File: config.mk
export PLATFORM = sky130hd
export DESIGN_NAME = pc_sequencer
export DESIGN_NICKNAME = d
export VERILOG_FILES = /design/src/rtl/pc_seq_pkg.sv /design/src/rtl/pc_sel_mux.sv /design/src/rtl/pc_sequencer.sv
export SDC_FILE = /design/constraint.sdc
export NUM_CORES = 1
export LEC_CHECK = 0
export ABC_AREA = 1
export ABC_CLOCK_PERIOD_IN_PS = 3900
export BUFFER_PORTS_ARGS = -buffer_cell sky130_fd_sc_hd__buf_2
export CAP_MARGIN = 40
export CORE_ASPECT_RATIO = 1.1
export CORE_MARGIN = 2
export CORE_UTILIZATION = 57
export CTS_CLUSTER_SIZE = 10
export DETAILED_ROUTE_END_ITERATION = 6
export PLACE_DENSITY = 0.95
export SLEW_MARGIN = 20
export SYNTH_ARGS = -nofsm -noshare
export SYNTH_HDL_FRONTEND = slang
export SYNTH_SLANG_ARGS = --single-unit
File: constraint.sdc
create_clock -name clk -period 3.9 [get_ports clk]
set_input_delay 0.975 -clock clk [delete_from_list [all_inputs] [get_ports clk]]
set_output_delay 0.975 -clock clk [all_outputs]
set_load 0.03 [all_outputs]
File: src/rtl/pc_seq_pkg.sv
// pc_seq_pkg: shared types and constants for the fetch-stage PC sequencer.
//   state_e         sequencer states (RST, FETCH, WAIT, REDIR)
//   SEL_*           next-PC select encoding {s1=branch, s0=jump}
//   PC_STEP_DEFAULT default sequential increment in bytes
package pc_seq_pkg;

    typedef enum logic [1:0] {
        ST_RST   = 2'd0,
        ST_FETCH = 2'd1,
        ST_WAIT  = 2'd2,
        ST_REDIR = 2'd3
    } state_e;

    localparam logic [1:0] SEL_SEQ    = 2'b00;
    localparam logic [1:0] SEL_JUMP   = 2'b01;
    localparam logic [1:0] SEL_BRANCH = 2'b10;

    localparam int unsigned PC_STEP_DEFAULT = 4;

endpackage

File: src/rtl/pc_sel_mux.sv
// pc_sel_mux: 4-way 32-bit next-PC selector.
//   sel_i     {s1=branch, s0=jump}: 00 seq, 01 jump, 10/11 branch
//   seq_i     PC + step
//   jump_i    jump target
//   branch_i  branch target
//   pc_o      selected next PC
module pc_sel_mux
    import pc_seq_pkg::*;
(
    input  logic [1:0]  sel_i,
    input  logic [31:0] seq_i,
    input  logic [31:0] jump_i,
    input  logic [31:0] branch_i,
    output logic [31:0] pc_o
);

    always_comb begin
        pc_o = seq_i;
        unique case (sel_i)
            SEL_SEQ:  pc_o = seq_i;
            SEL_JUMP: pc_o = jump_i;
            default:  pc_o = branch_i;
        endcase
    end

endmodule

File: src/rtl/pc_sequencer.sv
// pc_sequencer: fetch-stage program-counter sequencer.
// Owns the PC, issues fetch addresses over a valid/ready handshake and
// applies branch/jump redirects from execute.
// Ports:
//   clk, rst_n            clock (rising edge), async active-low reset
//   stall_i               hazard hold, PC does not advance
//   imem_ready_i          instruction memory accepts current fetch
//   fetch_valid_o/addr_o  fetch request and address (current PC)
//   pc_plus4_o            fetch address + PC_STEP
//   br_taken_i/target_i   branch redirect
//   jump_i/jump_target_i  jump redirect
//   sel_o                 next-PC source applied this cycle
//   flush_o               one-cycle pulse in the redirect bubble
//   misalign_o            misaligned redirect target pulse
// Configuration: define PC_MISALIGN_TRAP_EN to enable misalign_o detection;
// otherwise misalign_o is tied low.
module pc_sequencer
    import pc_seq_pkg::*;
#(
    parameter logic [31:0] RESET_PC = 32'h0000_0000,
    parameter int unsigned PC_STEP  = PC_STEP_DEFAULT
) (
    input  logic        clk,
    input  logic        rst_n,
    input  logic        stall_i,
    input  logic        imem_ready_i,
    output logic        fetch_valid_o,
    output logic [31:0] fetch_addr_o,
    output logic [31:0] pc_plus4_o,
    input  logic        br_taken_i,
    input  logic [31:0] br_target_i,
    input  logic        jump_i,
    input  logic [31:0] jump_target_i,
    output logic [1:0]  sel_o,
    output logic        flush_o,
    output logic        misalign_o
);

    state_e      state_q, state_d;
    logic [31:0] pc_q, pc_d;
    logic        pend_q, pend_d;
    logic [31:0] pend_tgt_q, pend_tgt_d;
    logic [1:0]  pend_sel_q, pend_sel_d;

    logic [31:0] pc_seq, mux_out, jump_in, branch_in;
    logic        redir_new, redir_apply;
    logic [1:0]  new_sel;
    logic [31:0] new_tgt;

    assign pc_seq    = pc_q + 32'(PC_STEP);
    assign redir_new = br_taken_i | jump_i;
    assign new_sel   = br_taken_i ? SEL_BRANCH : SEL_JUMP;
    assign new_tgt   = br_taken_i ? br_target_i : jump_target_i;

    // A fresh redirect feeds the mux directly; otherwise both target legs
    // carry the pending target so the stored select picks it either way.
    assign jump_in   = jump_i     ? jump_target_i : pend_tgt_q;
    assign branch_in = br_taken_i ? br_target_i   : pend_tgt_q;

    pc_sel_mux u_mux (
        .sel_i    (sel_o),
        .seq_i    (pc_seq),
        .jump_i   (jump_in),
        .branch_i (branch_in),
        .pc_o     (mux_out)
    );

    always_comb begin
        state_d       = state_q;
        pc_d          = pc_q;
        pend_d        = pend_q;
        pend_tgt_d    = pend_tgt_q;
        pend_sel_d    = pend_sel_q;
        sel_o         = SEL_SEQ;
        redir_apply   = 1'b0;
        fetch_valid_o = 1'b0;

        unique case (state_q)
            ST_RST: state_d = ST_FETCH;
            ST_FETCH: begin
                fetch_valid_o = 1'b1;
                if (redir_new) begin
                    if (imem_ready_i) begin
                        sel_o       = new_sel;
                        redir_apply = 1'b1;
                        state_d     = ST_REDIR;
                    end else begin
                        pend_d     = 1'b1;
                        pend_tgt_d = new_tgt;
                        pend_sel_d = new_sel;
                        state_d    = ST_WAIT;
                    end
                end else if (!imem_ready_i) begin
                    state_d = ST_WAIT;
                end else if (!stall_i) begin
                    pc_d = mux_out;
                end
            end
            ST_WAIT: begin
                fetch_valid_o = 1'b1;
                if (imem_ready_i) begin
                    pend_d = 1'b0;
                    if (redir_new || pend_q) begin
                        sel_o       = redir_new ? new_sel : pend_sel_q;
                        redir_apply = 1'b1;
                        state_d     = ST_REDIR;
                    end else begin
                        state_d = ST_FETCH;
                        if (!stall_i) pc_d = mux_out;
                    end
                end else if (redir_new) begin
                    pend_d     = 1'b1;
                    pend_tgt_d = new_tgt;
                    pend_sel_d = new_sel;
                end
            end
            ST_REDIR: state_d = ST_FETCH;
            default:  state_d = ST_RST;
        endcase

        if (redir_apply) pc_d = {mux_out[31:2], 2'b00};
    end

    always_ff @(posedge clk or negedge rst_n) begin
        if (!rst_n) begin
            state_q    <= ST_RST;
            pc_q       <= RESET_PC;
            pend_q     <= 1'b0;
            pend_tgt_q <= '0;
            pend_sel_q <= SEL_SEQ;
        end else begin
            state_q    <= state_d;
            pc_q       <= pc_d;
            pend_q     <= pend_d;
            pend_tgt_q <= pend_tgt_d;
            pend_sel_q <= pend_sel_d;
        end
    end

    assign fetch_addr_o = pc_q;
    assign pc_plus4_o   = pc_seq;
    assign flush_o      = (state_q == ST_REDIR);

`ifdef PC_MISALIGN_TRAP_EN
    assign misalign_o = redir_apply & (|mux_out[1:0]);
`else
    assign misalign_o = 1'b0;
`endif

endmodule

==> flow_metrics.env <==
export IMPL_crit_required_ns=2.92
export IMPL_reg2reg_setup_slack_ns=1.53
export IMPL_floorplan_die_width_um=95.94
export IMPL_yosys_register_bits=67
export IMPL_routed_top_layer="met4"
export IMPL_design_die_area_um2=10090
export IMPL_holdPathStages=2
export IMPL_cts_buffer_depth=2
export IMPL_top_cell_family_by_delay_on_the_critical_path="simple AND/OR/NAND/NOR gates"
export IMPL_synthesis_instances=898
export IMPL_worstHoldStart="pend_tgt_q[16]"
export IMPL_worst_pin_slew_ns=0.6536
export IMPL_synth_ff_type="dfrtp_1"
export IMPL_post_drt_wl_per_cell_um=13.62
export IMPL_groute_usage_overall_pct=32.11
export IMPL_core_region_area_um2=8964
export IMPL_layout_filler_cells=839
export IMPL_wl_um=15450
export IMPL_post_synth_top_count_cell="nand2_1"
export IMPL_timing_final_hold_violations=0
export IMPL_run_status="finished, final reports clean"
export IMPL_num_io_pins=139
export IMPL_buf_inv_on_cp=2
export IMPL_syn_num_nets=972
export IMPL_drt_initial_drc_count=663
export IMPL_min_delay_worst_endpoint="pend_tgt_q[16]"
export IMPL_postSynthAreaPerCell_um2=5.902
export IMPL_worst_ep_arrival_time_ns=2.33
export IMPL_max_slew_margin_pct=56.43
export IMPL_finalWorstPathRequiredPeriod_ns=3.310
export IMPL_pin_count_of_the_biggest_net_entering_global_routing=67
export IMPL_met3_wirelength_um=1347
export IMPL_finalClockSkew_ns=0.01085
export IMPL_leakage_nw=3.461
export IMPL_finalCritPeriodShare_pct=84.86
export IMPL_report_final_setup_viol=0
export IMPL_grt_setup_unrepaired="no"
export IMPL_ctsResizeCount=0
export IMPL_grt_pass1_wl_um=25720
export IMPL_setup_ws_ns=0.5904
export IMPL_ys_async_sr_fraction_pct=100.0
export IMPL_total_power_mw=5.252
export IMPL_synth_area_leaders="dfrtp_1 32%, nand2_1 20%, nor2_1 13%"
export IMPL_critPathKind="flip-flop to primary output"
export IMPL_synth_yosys_warnings=0
export IMPL_worst_r2r_path_depth=13
export IMPL_min_path_type="flip-flop to flip-flop"
export IMPL_io_buffer_count=133
export IMPL_drt_antenna_violating_nets=0
export IMPL_diodes=0
export IMPL_viasPerCell=5.346
export IMPL_number_of_cts_inserted_buffers=9
export IMPL_timing_critical_path_slowest_stage_cell="dfrtp_1"
export IMPL_power_per_cell_area_nw_per_um2=850.9
export IMPL_met2_wirelength_um=7137
export IMPL_endpoint_kind="primary output"
export IMPL_clock_sinks=67
export IMPL_via_count_of_the_first_global_routing_pass=5466
export IMPL_cts_clk_slew_worst_paths_ns=0.08
export IMPL_route_vias_total=6062
export IMPL_seq_area_frac_synth_pct=31.63
export IMPL_grt_remaining_overflow=0
export IMPL_syn_area_um2=5300
export IMPL_ir_worst_vdd_uv=442.9
export IMPL_m1WireLength_um=6438
export IMPL_dieHeight_um=105.1
export IMPL_firstDrtPassIters=6
export IMPL_dp_hpwl_um=11410
export IMPL_synth_top_cells_by_count="287 x nand2_1, 189 x nor2_1, 98 x inv_1"
export IMPL_critPathLaunchType="flip-flop"
export IMPL_critical_path_cell_chain="ha_1 -> nand2_1 -> nor2_1 -> nand2_1 -> nor2_1 -> xnor2_1 -> inv_1 -> buf_2"
export IMPL_setup_total_negative_slack_ns=0
export IMPL_gp_routability_congestion=0.9049
export IMPL_yosysTopAreaCell="dfrtp_1"
export IMPL_worst_r2r_endpoint="fetch_addr_o[11]"
export IMPL_htree_depth=3
export IMPL_worst_r2r_startpoint="state_q[0]"
export IMPL_synthDistinctLibCells=35
export IMPL_cts_root_buf="clkbuf_8"
export IMPL_clkLatencyLatePin_ns=0.36
export IMPL_dpl_worst_slack_ns=0.6654
export IMPL_synth_edff_count=0
export IMPL_holdBufCountCts=0
export IMPL_cts_tree="yes"
export IMPL_critical_path_startpoint="fetch_addr_o[3]"
export IMPL_detail_route_drc_violations=0
export IMPL_floorplan_rows=36
export IMPL_slew_viol_final=0
export IMPL_max_freq_ghz=0.3022
export IMPL_antenna_found_initial=0
export IMPL_final_layout_size_suffix_gt1_share_pct=18.14
export IMPL_floorplan_initialDensity_pct=59.13
export IMPL_finish_net_count=1089
export IMPL_max_cap_violations=0
export IMPL_synthDominantCellAreaShare_pct=31.63
export IMPL_max_stage_delay_on_crit_path_ns=0.42
export IMPL_postCtsSetupBuffers=0
export IMPL_largest_fanout_on_the_critical_path=5
export IMPL_area_growth_synth_to_final_pct=16.45
## flip-flops by register name, indices dropped and copies added, names as in the netlist
register and flops:
fetch_addr_o 32, pend_q 1, pend_sel_q 2, pend_tgt_q 30
state_q 2
## report_power, final
part / internal [mW] / switching (mW)
Clock: 0.246 / 0.291
Combinational: 1.01 / 2.33
Sequential: 1.03 / 0.344
## layer usage
layer | vias to the layer above | track usage, %
met5 | - | 0
met4 | 0 | 12.35
met3 | 47 | 5.624
met2 | 334 | 49.70
met1 | 2669 | 44.43
li1 | 3012 | -
## per-stage QoR
step,cells,utilization [%],hold slack [ns],instance area (um^2)
floorplan,898,-,0.4697,5300
global placement,1116,66.42,0.4893,5953
detailed placement,1116,66.42,0.4954,5953
CTS,1132,68.41,0.5131,6132
global route,1134,68.86,0.5392,6172
finish,1134,68.86,0.5127,6172
## area by class of cell
cell class	instances	area, um^2	share of cell area, %
Clock buffer	10	137.6	2.230
Clock inverter	6	41.29	0.6690
Inverter	104	390.4	6.325
Multi-Input combinational cell	686	2988	48.41
Sequential cell	67	1677	27.16
Tap cell	114	142.6	2.311
Timing Repair Buffer	147	795.8	12.89
## how the worst max path moves through the flow
stage / cells after the start / slack (ns) / endpoint
after floorplan: 8 / 1.06 / sel_o[0]
after global placement: 6 / 0.68 / sel_o[0]
after detailed placement: 6 / 0.67 / sel_o[0]
after CTS: 8 / 0.62 / pc_plus4_o[18]
after global routing: 8 / 0.42 / pc_plus4_o[18]
final: 8 / 0.59 / pc_plus4_o[18]
## cells by family after synthesis
family	after synthesis	synth area share, %
xor+xnor	9	1.487
other cells	1	0.07075
simple gates	561	42.89
fa+ha+maj	4	0.9443
flops	67	31.63
compound gates	111	10.98
buf+inv	145	11.99
## worst reg2reg max path, delay by kind of cell (launching register included)
kind                     cells  cell delay [ns]
AND/OR/NAND/NOR              8             0.79
flip-flops                   1             0.38
buffers and inverters        4             0.84
adder cells (fa/ha/maj)      1             0.28
## placed cells by master, fill, tap and decap left out, types with 2 or more instances in the layout
cell type   instances
o21bai_1            2
nand2_1           287
nand3b_1            2
nand3_1            53
a31oi_1             7
buf_12              2
buf_2             133
clkinvlp_4          3
clkinv_2            2
nor2_2              2
nor2_1            189
or2_2               6
nand2_2             4
xor2_1              5
clkbuf_8           10
xnor2_1             4
inv_1              98
ha_1                4
buf_4              12
inv_2               6
dfrtp_1            67
o21ai_0            37
nand2_4             2
nand4_1            13
a21oi_1            59
Note: power is estimated with default switching activity, not from simulation.
